`config.mk`:
```
export PLATFORM = sky130hd
export DESIGN_NAME = note_sequencer
export DESIGN_NICKNAME = d
export VERILOG_FILES = /design/src/rtl/simon_pkg.sv /design/src/rtl/lfsr16.sv /design/src/rtl/note_sequencer.sv
export SDC_FILE = /design/constraint.sdc
export NUM_CORES = 1
export LEC_CHECK = 0
export BUFFER_PORTS_ARGS = -buffer_cell sky130_fd_sc_hd__clkbuf_2
export CAP_MARGIN = 0
export CORE_UTILIZATION = 60
export DETAILED_ROUTE_END_ITERATION = 16
export GPL_ROUTABILITY_DRIVEN = 0
export PLACE_DENSITY_LB_ADDON = 0.1
export SYNTH_ARGS = -nofsm -noshare
export SYNTH_HDL_FRONTEND = slang
export SYNTH_SLANG_ARGS = --single-unit
```
`constraint.sdc`:
```
create_clock -name clk -period 4.29 [get_ports clk]
set_input_delay 0.429 -clock clk [delete_from_list [all_inputs] [get_ports clk]]
set_output_delay 0.429 -clock clk [all_outputs]
set_load 0.05 [all_outputs]
```
`src/rtl/simon_pkg.sv`:
```
// Shared definitions for the Simon game blocks: note encoding, sequencer
// state enum, and the LFSR seed/taps plus its single-step function.
package simon_pkg;

    localparam int NOTE_W    = 3;
    localparam int NUM_NOTES = 8;

    localparam logic [15:0] LFSR_SEED = 16'hACE1;
    localparam logic [15:0] LFSR_TAPS = 16'hB400;

    typedef enum logic [1:0] {
        IDLE = 2'd0,
        TONE = 2'd1,
        GAP  = 2'd2
    } seq_state_t;

    // Right-shifting Galois LFSR: the bit shifted out decides whether the
    // tap mask is folded into the shifted value.
    function automatic logic [15:0] lfsr_step(input logic [15:0] v);
        return v[0] ? ((v >> 1) ^ LFSR_TAPS) : (v >> 1);
    endfunction

    function automatic logic [NUM_NOTES-1:0] note_to_onehot(input logic [NOTE_W-1:0] n);
        return NUM_NOTES'(1) << n;
    endfunction

endpackage

```
`src/rtl/lfsr16.sv`:
```
// Free-running 16-bit Galois LFSR, steps every clock, reseeded by reset.
// Ports: clk, reset_n (async, active-low), q (current LFSR state).
module lfsr16
    import simon_pkg::*;
(
    input  logic        clk,
    input  logic        reset_n,
    output logic [15:0] q
);

    always_ff @(posedge clk or negedge reset_n) begin
        if (!reset_n) begin
            q <= LFSR_SEED;
        end else begin
            q <= lfsr_step(q);
        end
    end

endmodule

```
`src/rtl/note_sequencer.sv`:
```
// Simon sequence store and player. Appends pseudo-random notes to a
// register file and plays them back as a one-hot note enable bus with a
// programmable tone length and a fixed silent gap after every note.
// Ports:
//   clk, reset_n          clock, async active-low reset
//   clear/append/start    single-cycle commands, only honoured in IDLE
//   speed                 tone length = TONE_CYCLES*(speed+1), latched at start
//   note_onehot/note_idx  sounding note (zero when silent)
//   len/full              sequence length and capacity flag
//   busy/done             playback active / one-cycle end-of-playback pulse
//
// state | meaning
// IDLE  | waiting for a command, outputs silent
// TONE  | current note sounding, counter runs down the tone length
// GAP   | silence after a note, counter runs down GAP_CYCLES
module note_sequencer
    import simon_pkg::*;
#(
    parameter int MAX_LEN     = 32,
    parameter int TONE_CYCLES = 12_500_000,
    parameter int GAP_CYCLES  = 2_500_000
) (
    input  logic                       clk,
    input  logic                       reset_n,
    input  logic                       clear,
    input  logic                       append,
    input  logic                       start,
    input  logic [1:0]                 speed,
    output logic [NUM_NOTES-1:0]       note_onehot,
    output logic [NOTE_W-1:0]          note_idx,
    output logic [$clog2(MAX_LEN):0]   len,
    output logic                       full,
    output logic                       busy,
    output logic                       done
);

    localparam int LEN_W = $clog2(MAX_LEN) + 1;
    localparam int IDX_W = $clog2(MAX_LEN);
    localparam int CNT_W = $clog2(4 * TONE_CYCLES);

    // The counter is loaded with length-1 and terminates at zero, so the
    // longest tone (4*TONE_CYCLES) fits in CNT_W bits.
    localparam logic [CNT_W-1:0] GAP_M1 = CNT_W'(GAP_CYCLES - 1);

    seq_state_t             state, state_nxt;
    logic [CNT_W-1:0]       cnt, cnt_nxt;
    logic [CNT_W-1:0]       tone_m1, tone_m1_nxt;
    logic [IDX_W-1:0]       idx, idx_nxt;
    logic [LEN_W-1:0]       len_nxt;
    logic [NUM_NOTES-1:0]   onehot_nxt;
    logic [NOTE_W-1:0]      note_idx_nxt;
    logic                   full_nxt, busy_nxt, done_nxt;
    logic                   wr_en;
    logic [NOTE_W-1:0]      rd_note;
    logic [IDX_W-1:0]       rd_addr;
    logic [CNT_W-1:0]       start_tone_m1;

    logic [15:0]            lfsr_q;
    logic                   unused_lfsr_bits;

    logic [NOTE_W-1:0]      seq_mem [MAX_LEN];

    lfsr16 u_lfsr (
        .clk     (clk),
        .reset_n (reset_n),
        .q       (lfsr_q)
    );

    assign unused_lfsr_bits = ^lfsr_q[15:NOTE_W];

    assign start_tone_m1 = CNT_W'(TONE_CYCLES * (int'(speed) + 1) - 1);

    // Only one read port is needed: note 0 at start, idx+1 when leaving GAP.
    assign rd_addr = (state == IDLE) ? '0 : idx + IDX_W'(1);
    assign rd_note = seq_mem[rd_addr];

    always_comb begin
        state_nxt    = state;
        cnt_nxt      = cnt;
        tone_m1_nxt  = tone_m1;
        idx_nxt      = idx;
        len_nxt      = len;
        onehot_nxt   = note_onehot;
        note_idx_nxt = note_idx;
        busy_nxt     = busy;
        done_nxt     = 1'b0;
        wr_en        = 1'b0;

        case (state)
            IDLE: begin
                if (clear) begin
                    len_nxt = '0;
                end else if (append) begin
                    if (!full) begin
                        wr_en   = 1'b1;
                        len_nxt = len + LEN_W'(1);
                    end
                end else if (start) begin
                    if (len == '0) begin
                        done_nxt = 1'b1;
                    end else begin
                        tone_m1_nxt  = start_tone_m1;
                        cnt_nxt      = start_tone_m1;
                        idx_nxt      = '0;
                        onehot_nxt   = note_to_onehot(rd_note);
                        note_idx_nxt = rd_note;
                        busy_nxt     = 1'b1;
                        state_nxt    = TONE;
                    end
                end
            end
            TONE: begin
                if (cnt == '0) begin
                    cnt_nxt      = GAP_M1;
                    onehot_nxt   = '0;
                    note_idx_nxt = '0;
                    state_nxt    = GAP;
                end else begin
                    cnt_nxt = cnt - CNT_W'(1);
                end
            end
            GAP: begin
                if (cnt == '0) begin
                    if ({1'b0, idx} == len - LEN_W'(1)) begin
                        busy_nxt  = 1'b0;
                        done_nxt  = 1'b1;
                        state_nxt = IDLE;
                    end else begin
                        idx_nxt      = idx + IDX_W'(1);
                        cnt_nxt      = tone_m1;
                        onehot_nxt   = note_to_onehot(rd_note);
                        note_idx_nxt = rd_note;
                        state_nxt    = TONE;
                    end
                end else begin
                    cnt_nxt = cnt - CNT_W'(1);
                end
            end
            default: begin
                state_nxt = IDLE;
            end
        endcase

        full_nxt = (len_nxt == LEN_W'(MAX_LEN));
    end

    always_ff @(posedge clk or negedge reset_n) begin
        if (!reset_n) begin
            state       <= IDLE;
            cnt         <= '0;
            tone_m1     <= '0;
            idx         <= '0;
            len         <= '0;
            full        <= 1'b0;
            note_onehot <= '0;
            note_idx    <= '0;
            busy        <= 1'b0;
            done        <= 1'b0;
        end else begin
            state       <= state_nxt;
            cnt         <= cnt_nxt;
            tone_m1     <= tone_m1_nxt;
            idx         <= idx_nxt;
            len         <= len_nxt;
            full        <= full_nxt;
            note_onehot <= onehot_nxt;
            note_idx    <= note_idx_nxt;
            busy        <= busy_nxt;
            done        <= done_nxt;
        end
    end

    // Storage is deliberately not reset or cleared; len alone defines validity.
    // wr_en is only raised when not full, so len's low bits are a valid address.
    always_ff @(posedge clk) begin
        if (wr_en) begin
            seq_mem[len[IDX_W-1:0]] <= lfsr_q[NOTE_W-1:0];
        end
    end

endmodule

```
==> out/metrics.yaml, run 1 <==
numCtsBuffers: 17
die_y_um: 124.6
place_ws_ns: 0.7408
power_frac_clock_pct: 26.6
diodes: 0
max_cap_violations: 0
grt_pass1_wl_um: 33950
p_leak_nw: 3.782
seq_power_share_pct: 41.9
synth_seq_cells: 184
fin_skew_ns: 0.01392
timing.final.ws_setup_ns: 0.6994
power_density_nw_per_um2: 577.9
insertion_delay_ns: 0.44
die-width_um: 124.6
path_clk_slew_ns: 0.07
postCtsSetupBuffers: 0
synth_edf_count: 96
synth_seq_area_share_pct: 56.50
grt_max_degree: 89
syn_area_um2: 9017
cp_data_arrival_time_ns: 3.93
drtPass1Iterations: 6
avgSynthCellArea_um2: 11.80
path_class: "register to register"
routed_wl_um: 20860
p_switching_mw: 2.149
p_int_mw: 3.532
required_ns: 4.63
use_met2_pct: 40.53
finalSetupViolations: 0
yosysUniqueCellTypes: 74
die-area_um2: 15520
grt_pass1_vias: 6316
setup_tns_ns: 0
combinationalPowerShare_pct: 31.5
yosysMostFrequentCell: "edfxtp_1"
via_per_inst: 6.576
grt_overflow_total: 0
startpoint_type: "register"
hold_viol: 0
path_max_fanout: 18
io_pins: 27
finalMaxSlewViolations: 0
synth_top_area_share_pct: 31.97
initial_core_util_pct: 61.81
vias: 6405
slew_headroom_pct: 26.30
fin_crit_ns: 3.591
post-route-period-util_pct: 83.70
worst_pin_slew_ns: 1.106
grt_usage_pct: 28.14
core_area_um2: 14590
htreeDepth: 4
cts_resized: 0
io_buffer_count: 26
synth_fp_nets: 796
cts-root-buf: "clkbuf_16"
ir_worst_vdd_v: 0.0003028
rsz0062_at_grt: "false"
hold_buffers: 0
hold_path.class: "input port to async pin"
area.growth.synth_to_final_pct: 9.019
busiest_layer: "met1"
dp_hpwl_um: 13910
use_met3_pct: 6.873
syn_inst: 764
fin_nets: 809
synth_area_leaders: "edfxtp_1 (32%), dfrtp_1 (22%), ha_1 (3.5%)"
synth_commonest_cells: "edfxtp_1 (96), dfrtp_1 (80), nor2_1 (80), nand2_1 (52), o21ai_0 (35)"
layout-drive-gt1-share_pct: 14.43
antenna_found_initial: 0
crit_path_end_kind: "register"
swShare_pct: 37.83
wl_per_cell_um: 21.41
status: "completed"
timing.hold.ws_ns: 0.1897
cts_sinks: 184
cts_tree: "yes"
max_freq_mhz: 278.5
synth_warnings: 0
synthArstFlopShare_pct: 47.83
drt_iter0_markers: 802
synth_top_area_cell: "edfxtp_1"
ant_nets: 0
ys.flop_type: "edfxtp_1"
num_rows: 44
drc_errors: 0
cts_buffer_depth: 2
gr-usage-met1_pct: 42.59
-- worst max-delay path, cell delays in order (launching register included) --
cell       delay [ns]
dfrtp_1          0.42
ha_1             0.31
xor2_2           0.85
mux4_2           0.41
a21oi_1          0.15
a21boi_0         0.13
a211oi_1         0.52
or4b_1           0.52
o2bb2ai_1        0.18
-- layer usage --
layer,vias up,part of all wire (%)
li1,2896,-
met1,3194,46
met2,288,44
met3,27,8.2
met4,0,1.4
met5,-,0
-- stage by stage --
stage,utilization (%),instance area [µm²],cells,total power [mW]
final,67.38,9831,974,5.681
after CTS,67.38,9831,974,5.669
after global routing,67.38,9831,974,5.953
after detailed placement,63.45,9256,942,4.148
after floorplan,-,9017,764,3.697
after global placement,63.45,9256,942,4.077
-- logic make-up after synthesis --
| logic type | synth area share (%) |
|---|---|
| xor gates and xnor gates | 4.176 |
| DFF | 56.50 |
| adders and majority gates | 3.469 |
| AOI/OAI and AO/OA | 13.68 |
| muxes | 5.675 |
| buffers and inverters | 2.956 |
| and+or+nand+nor | 13.54 |
-- sequential cells by signal, indices dropped and copies added, names as in the netlist --
signal,cells
cnt,26
len,6
done,1
busy,1
note_idx,3
note_onehot,8
seq_mem,96
full,1
state,2
idx,5
u_lfsr.q,16
tone_m1,19
-- power groups by stage --
stage	clock network, mW	registers [mW]	logic (mW)
after floorplan	0	2.50	1.20
after global placement	0	2.39	1.69
after detailed placement	0	2.40	1.75
after CTS	1.54	2.37	1.77
after global routing	1.61	2.41	1.94
final	1.51	2.38	1.79
-- cells in the final DEF (no fill, tap or decap), types with 15 or more instances in the layout --
master     instances
o21ai_0           35
clkbuf_2          25
xnor2_1           23
o221ai_1          15
inv_1             19
dfrtp_1           80
xor2_1            19
a21oi_1           26
nor3_1            25
edfxtp_1          96
nor2_1            80
clkbuf_16         17
mux2_2            17
ha_1              25
nand2_1           52
-- final cells by class --
| cell class | count | area [µm²] |
|---|---|---|
| inverter | 19 | 71.32 |
| multi-input combinational | 521 | 3667 |
| timing repair buffer | 34 | 192.7 |
| clock inverter | 15 | 148.9 |
| clock buffer | 17 | 425.4 |
| fill | 1074 | 4758 |
| tap | 184 | 230.2 |
| sequential | 184 | 5095 |
-- path summary, 6_finish.rpt --
| kind | startpoint | endpoint | slack, ns | depth (start not counted) |
|---|---|---|---|---|
| setup / recovery | idx[1] | note_onehot[0] | 0.70 | 8 |
| hold / removal | reset_n | u_lfsr.q[4] | 0.19 | 1 |
| setup reg to reg | idx[1] | note_onehot[0] | 0.70 | 8 |
| hold reg to reg | u_lfsr.q[7] | u_lfsr.q[6] | 0.36 | 0 |
| max in group asynchronous | reset_n | tone_m1[22] | 3.38 | 1 |
| min in group clk | u_lfsr.q[7] | u_lfsr.q[6] | 0.36 | 0 |
No activity file was read; power rests on OpenSTA's default activity.
==> inputs of run 2 (changes only) <==
- CORE_UTILIZATION: 60 -> 56
- clock period: 4.29 -> 3.1 ns (I/O delays scaled with it)
==> run 2 against run 1 <==
Against the previous run:
- clock power is 44% higher
- hold slack gained 0.10 ns
- sequential power up 37%
- design area increased by 3.5%
- global-route usage down 1.5 points
- largest cell class unchanged
- largest power group unchanged
==> out/metrics.yaml, run 2 (synthesis gave the netlist of run 1 again) <==
status: "completed"
die-area_um2: 16610  # +7.0%
layout-drive-gt1-share_pct: 18.25  # +3.8 points
io_pins: 27  # unchanged
whs_path_depth: 3
fin_skew_ns: 0.01535  # +0.001426 ns
combinationalPowerShare_pct: 32.1  # +0.6 points
drt_iter0_markers: 590  # -26%
die_y_um: 128.9  # +3.5%
fin_crit_ns: 2.931  # -0.6593 ns
finalSetupViolations: 0  # unchanged
p_switching_mw: 2.925  # +36%
cts_sinks: 184  # unchanged
post-route-period-util_pct: 94.56  # +11 points
diodes: 0  # unchanged
wl_per_cell_um: 19.93  # -6.9%
nFillCells: 1248  # +16%
placed_cell_area_um2: 9567  # +3.4%
insertion_delay_ns: 0.44  # about the same
required_ns: 3.46  # -1.17 ns
cp_top_family: "simple AND/OR/NAND/NOR gates"
mostFrequentLayoutCells: "edfxtp_1 (96), nor2_1 (80), dfrtp_1 (80)"
grt_usage_pct: 26.61  # -1.5 points
path_class: "register to register"
finalMaxSlewViolations: 0  # unchanged
numCtsBuffers: 17  # unchanged
max_cap_violations: 0  # unchanged
rsz0062_at_grt: "false"
layout_commonest_cell: "edfxtp_1"
slowest_stage: "or4_4"
p_leak_nw: 3.959  # +4.7%
crit_chain: "or4_4 -> or3_1 -> buf_4 -> nor4_4 -> a21oi_1 -> or4b_1 -> o2bb2ai_1"
fin_area_um2: 10180  # +3.5%
hold_viol: 0  # unchanged
startpoint_type: "register"
place_ws_ns: 0.0009830  # -0.7398 ns
seq_power_share_pct: 40.8  # -1.1 points
io_buffer_count: 26  # unchanged
cts_tree: "yes"
ant_nets: 0  # unchanged
power_density_nw_per_um2: 787.5  # +36%
multi_input_area_um2: 3676  # +0.24%
drtPass1Iterations: 6  # unchanged
die-width_um: 128.9  # +3.5%
postLayoutCoreUtil_pct: 64.30  # -3.1 points
slew_headroom_pct: 26.64  # +0.34 points
dp_hpwl_um: 14390  # +3.5%
cp.buffers_inverters: 1  # +1
grt_pass1_wl_um: 33090  # -2.5%
p_int_mw: 5.090  # +44%
num_rows: 46  # +4.5%
hold_path.class: "input port to register"
routed_wl_um: 20680  # -0.83%
worst_pin_slew_ns: 1.100  # -0.005136 ns
timing.final.ws_setup_ns: 0.1687  # -0.5307 ns
initial_core_util_pct: 56.97  # -4.8 points
slowest_delay_ns: 0.54  # -0.31 ns
path_max_fanout: 6  # -12
cp.depth: 7  # -1
postCtsSetupBuffers: 0  # unchanged
fin_total_pwr_mw: 8.015  # +41%
grt_pass1_vias: 6134  # -2.9%
fin_nets: 841  # +4.0%
cts_buffer_depth: 2  # unchanged
power_frac_clock_pct: 27.1  # +0.5 points
core_area_um2: 15830  # +8.5%
path_clk_slew_ns: 0.07  # about the same
grt_overflow_total: 0  # unchanged
swShare_pct: 36.49  # -1.3 points
largest_reg_flops: 96  # unchanged
vias: 6461  # +0.87%
regArea_um2: 5095  # unchanged
ir_worst_vdd_v: 0.0004148  # +37%
crit_path_end_kind: "register"
htreeDepth: 4  # unchanged
grt_max_degree: 43  # -52%
drc_errors: 0  # unchanged
antenna_found_initial: 0  # unchanged
via_per_inst: 6.224  # -5.3%
max_freq_mhz: 341.2  # +22%
setup_tns_ns: 0  # unchanged
rr_worst_depth: 7  # -1
area.growth.synth_to_final_pct: 12.86
cp_data_arrival_time_ns: 3.29  # -0.64 ns
cts-root-buf: "clkbuf_16"
[run 2: per-layer routing]
| metal | up-vias | share of wire [%] | GRT usage, % |
|---|---|---|---|
| met5 | - | 0 | 0 |
| met4 | 0 | 1.6 | 7.128 |
| met3 | 27 | 6.5 | 5.904 |
| met2 | 212 | 44 | 38.82 |
| met1 | 3255 | 48 | 40.15 |
| li1 | 2967 | - | - |
[run 2: final timing paths]
path	startpoint	slack, ns	end
setup / recovery	cnt[14]	0.17	note_onehot[0]
hold / removal	speed[0]	0.29	tone_m1[10]
setup reg to reg	cnt[14]	0.17	note_onehot[0]
hold reg to reg	u_lfsr.q[9]	0.35	u_lfsr.q[8]
max in group asynchronous	reset_n	1.91	len[3]
min in group asynchronous	reset_n	0.41	cnt[2]
[run 2: repair_timing]
item	in CTS	in global routing
hold buffers	1	0
resized for setup	1	4
setup endpoints to repair	2	11
endpoints found under the hold margin	40	0
[run 2: power groups by stage]
stage | logic [mW] | clock network [mW] | registers [mW]
finish | 2.58 | 2.17 | 3.27
global placement | 2.47 | 0 | 3.29
CTS | 2.56 | 2.20 | 3.26
global route | 2.81 | 2.31 | 3.31
floorplan | 1.66 | 0 | 3.46
detailed placement | 2.54 | 0 | 3.30
[run 2: per-stage QoR]
| stage | hold slack, ns | cells |
|---|---|---|
| 6_report | 0.2946 | 1038 |
| 5_1_grt | 0.2897 | 1038 |
| 4_1_cts | 0.2880 | 1038 |
| 3_5_place_dp | 0.3367 | 1005 |
| 3_3_place_gp | 0.3266 | 1005 |
| 2_1_floorplan | 0.01441 | 764 |
[run 2: final cells by class]
class,count,area share (%)
Sequential cell,184,50.06
Multi-Input combinational cell,521,36.12
Timing Repair Buffer,66,4.647
Clock buffer,19,4.352
Tap cell,216,2.656
Clock inverter,13,1.463
Inverter,19,0.7008
[run 2: worst min-delay path: stages]
cell      delay, ns
clkbuf_2       0.10
buf_4          0.17
o21ai_0        0.10
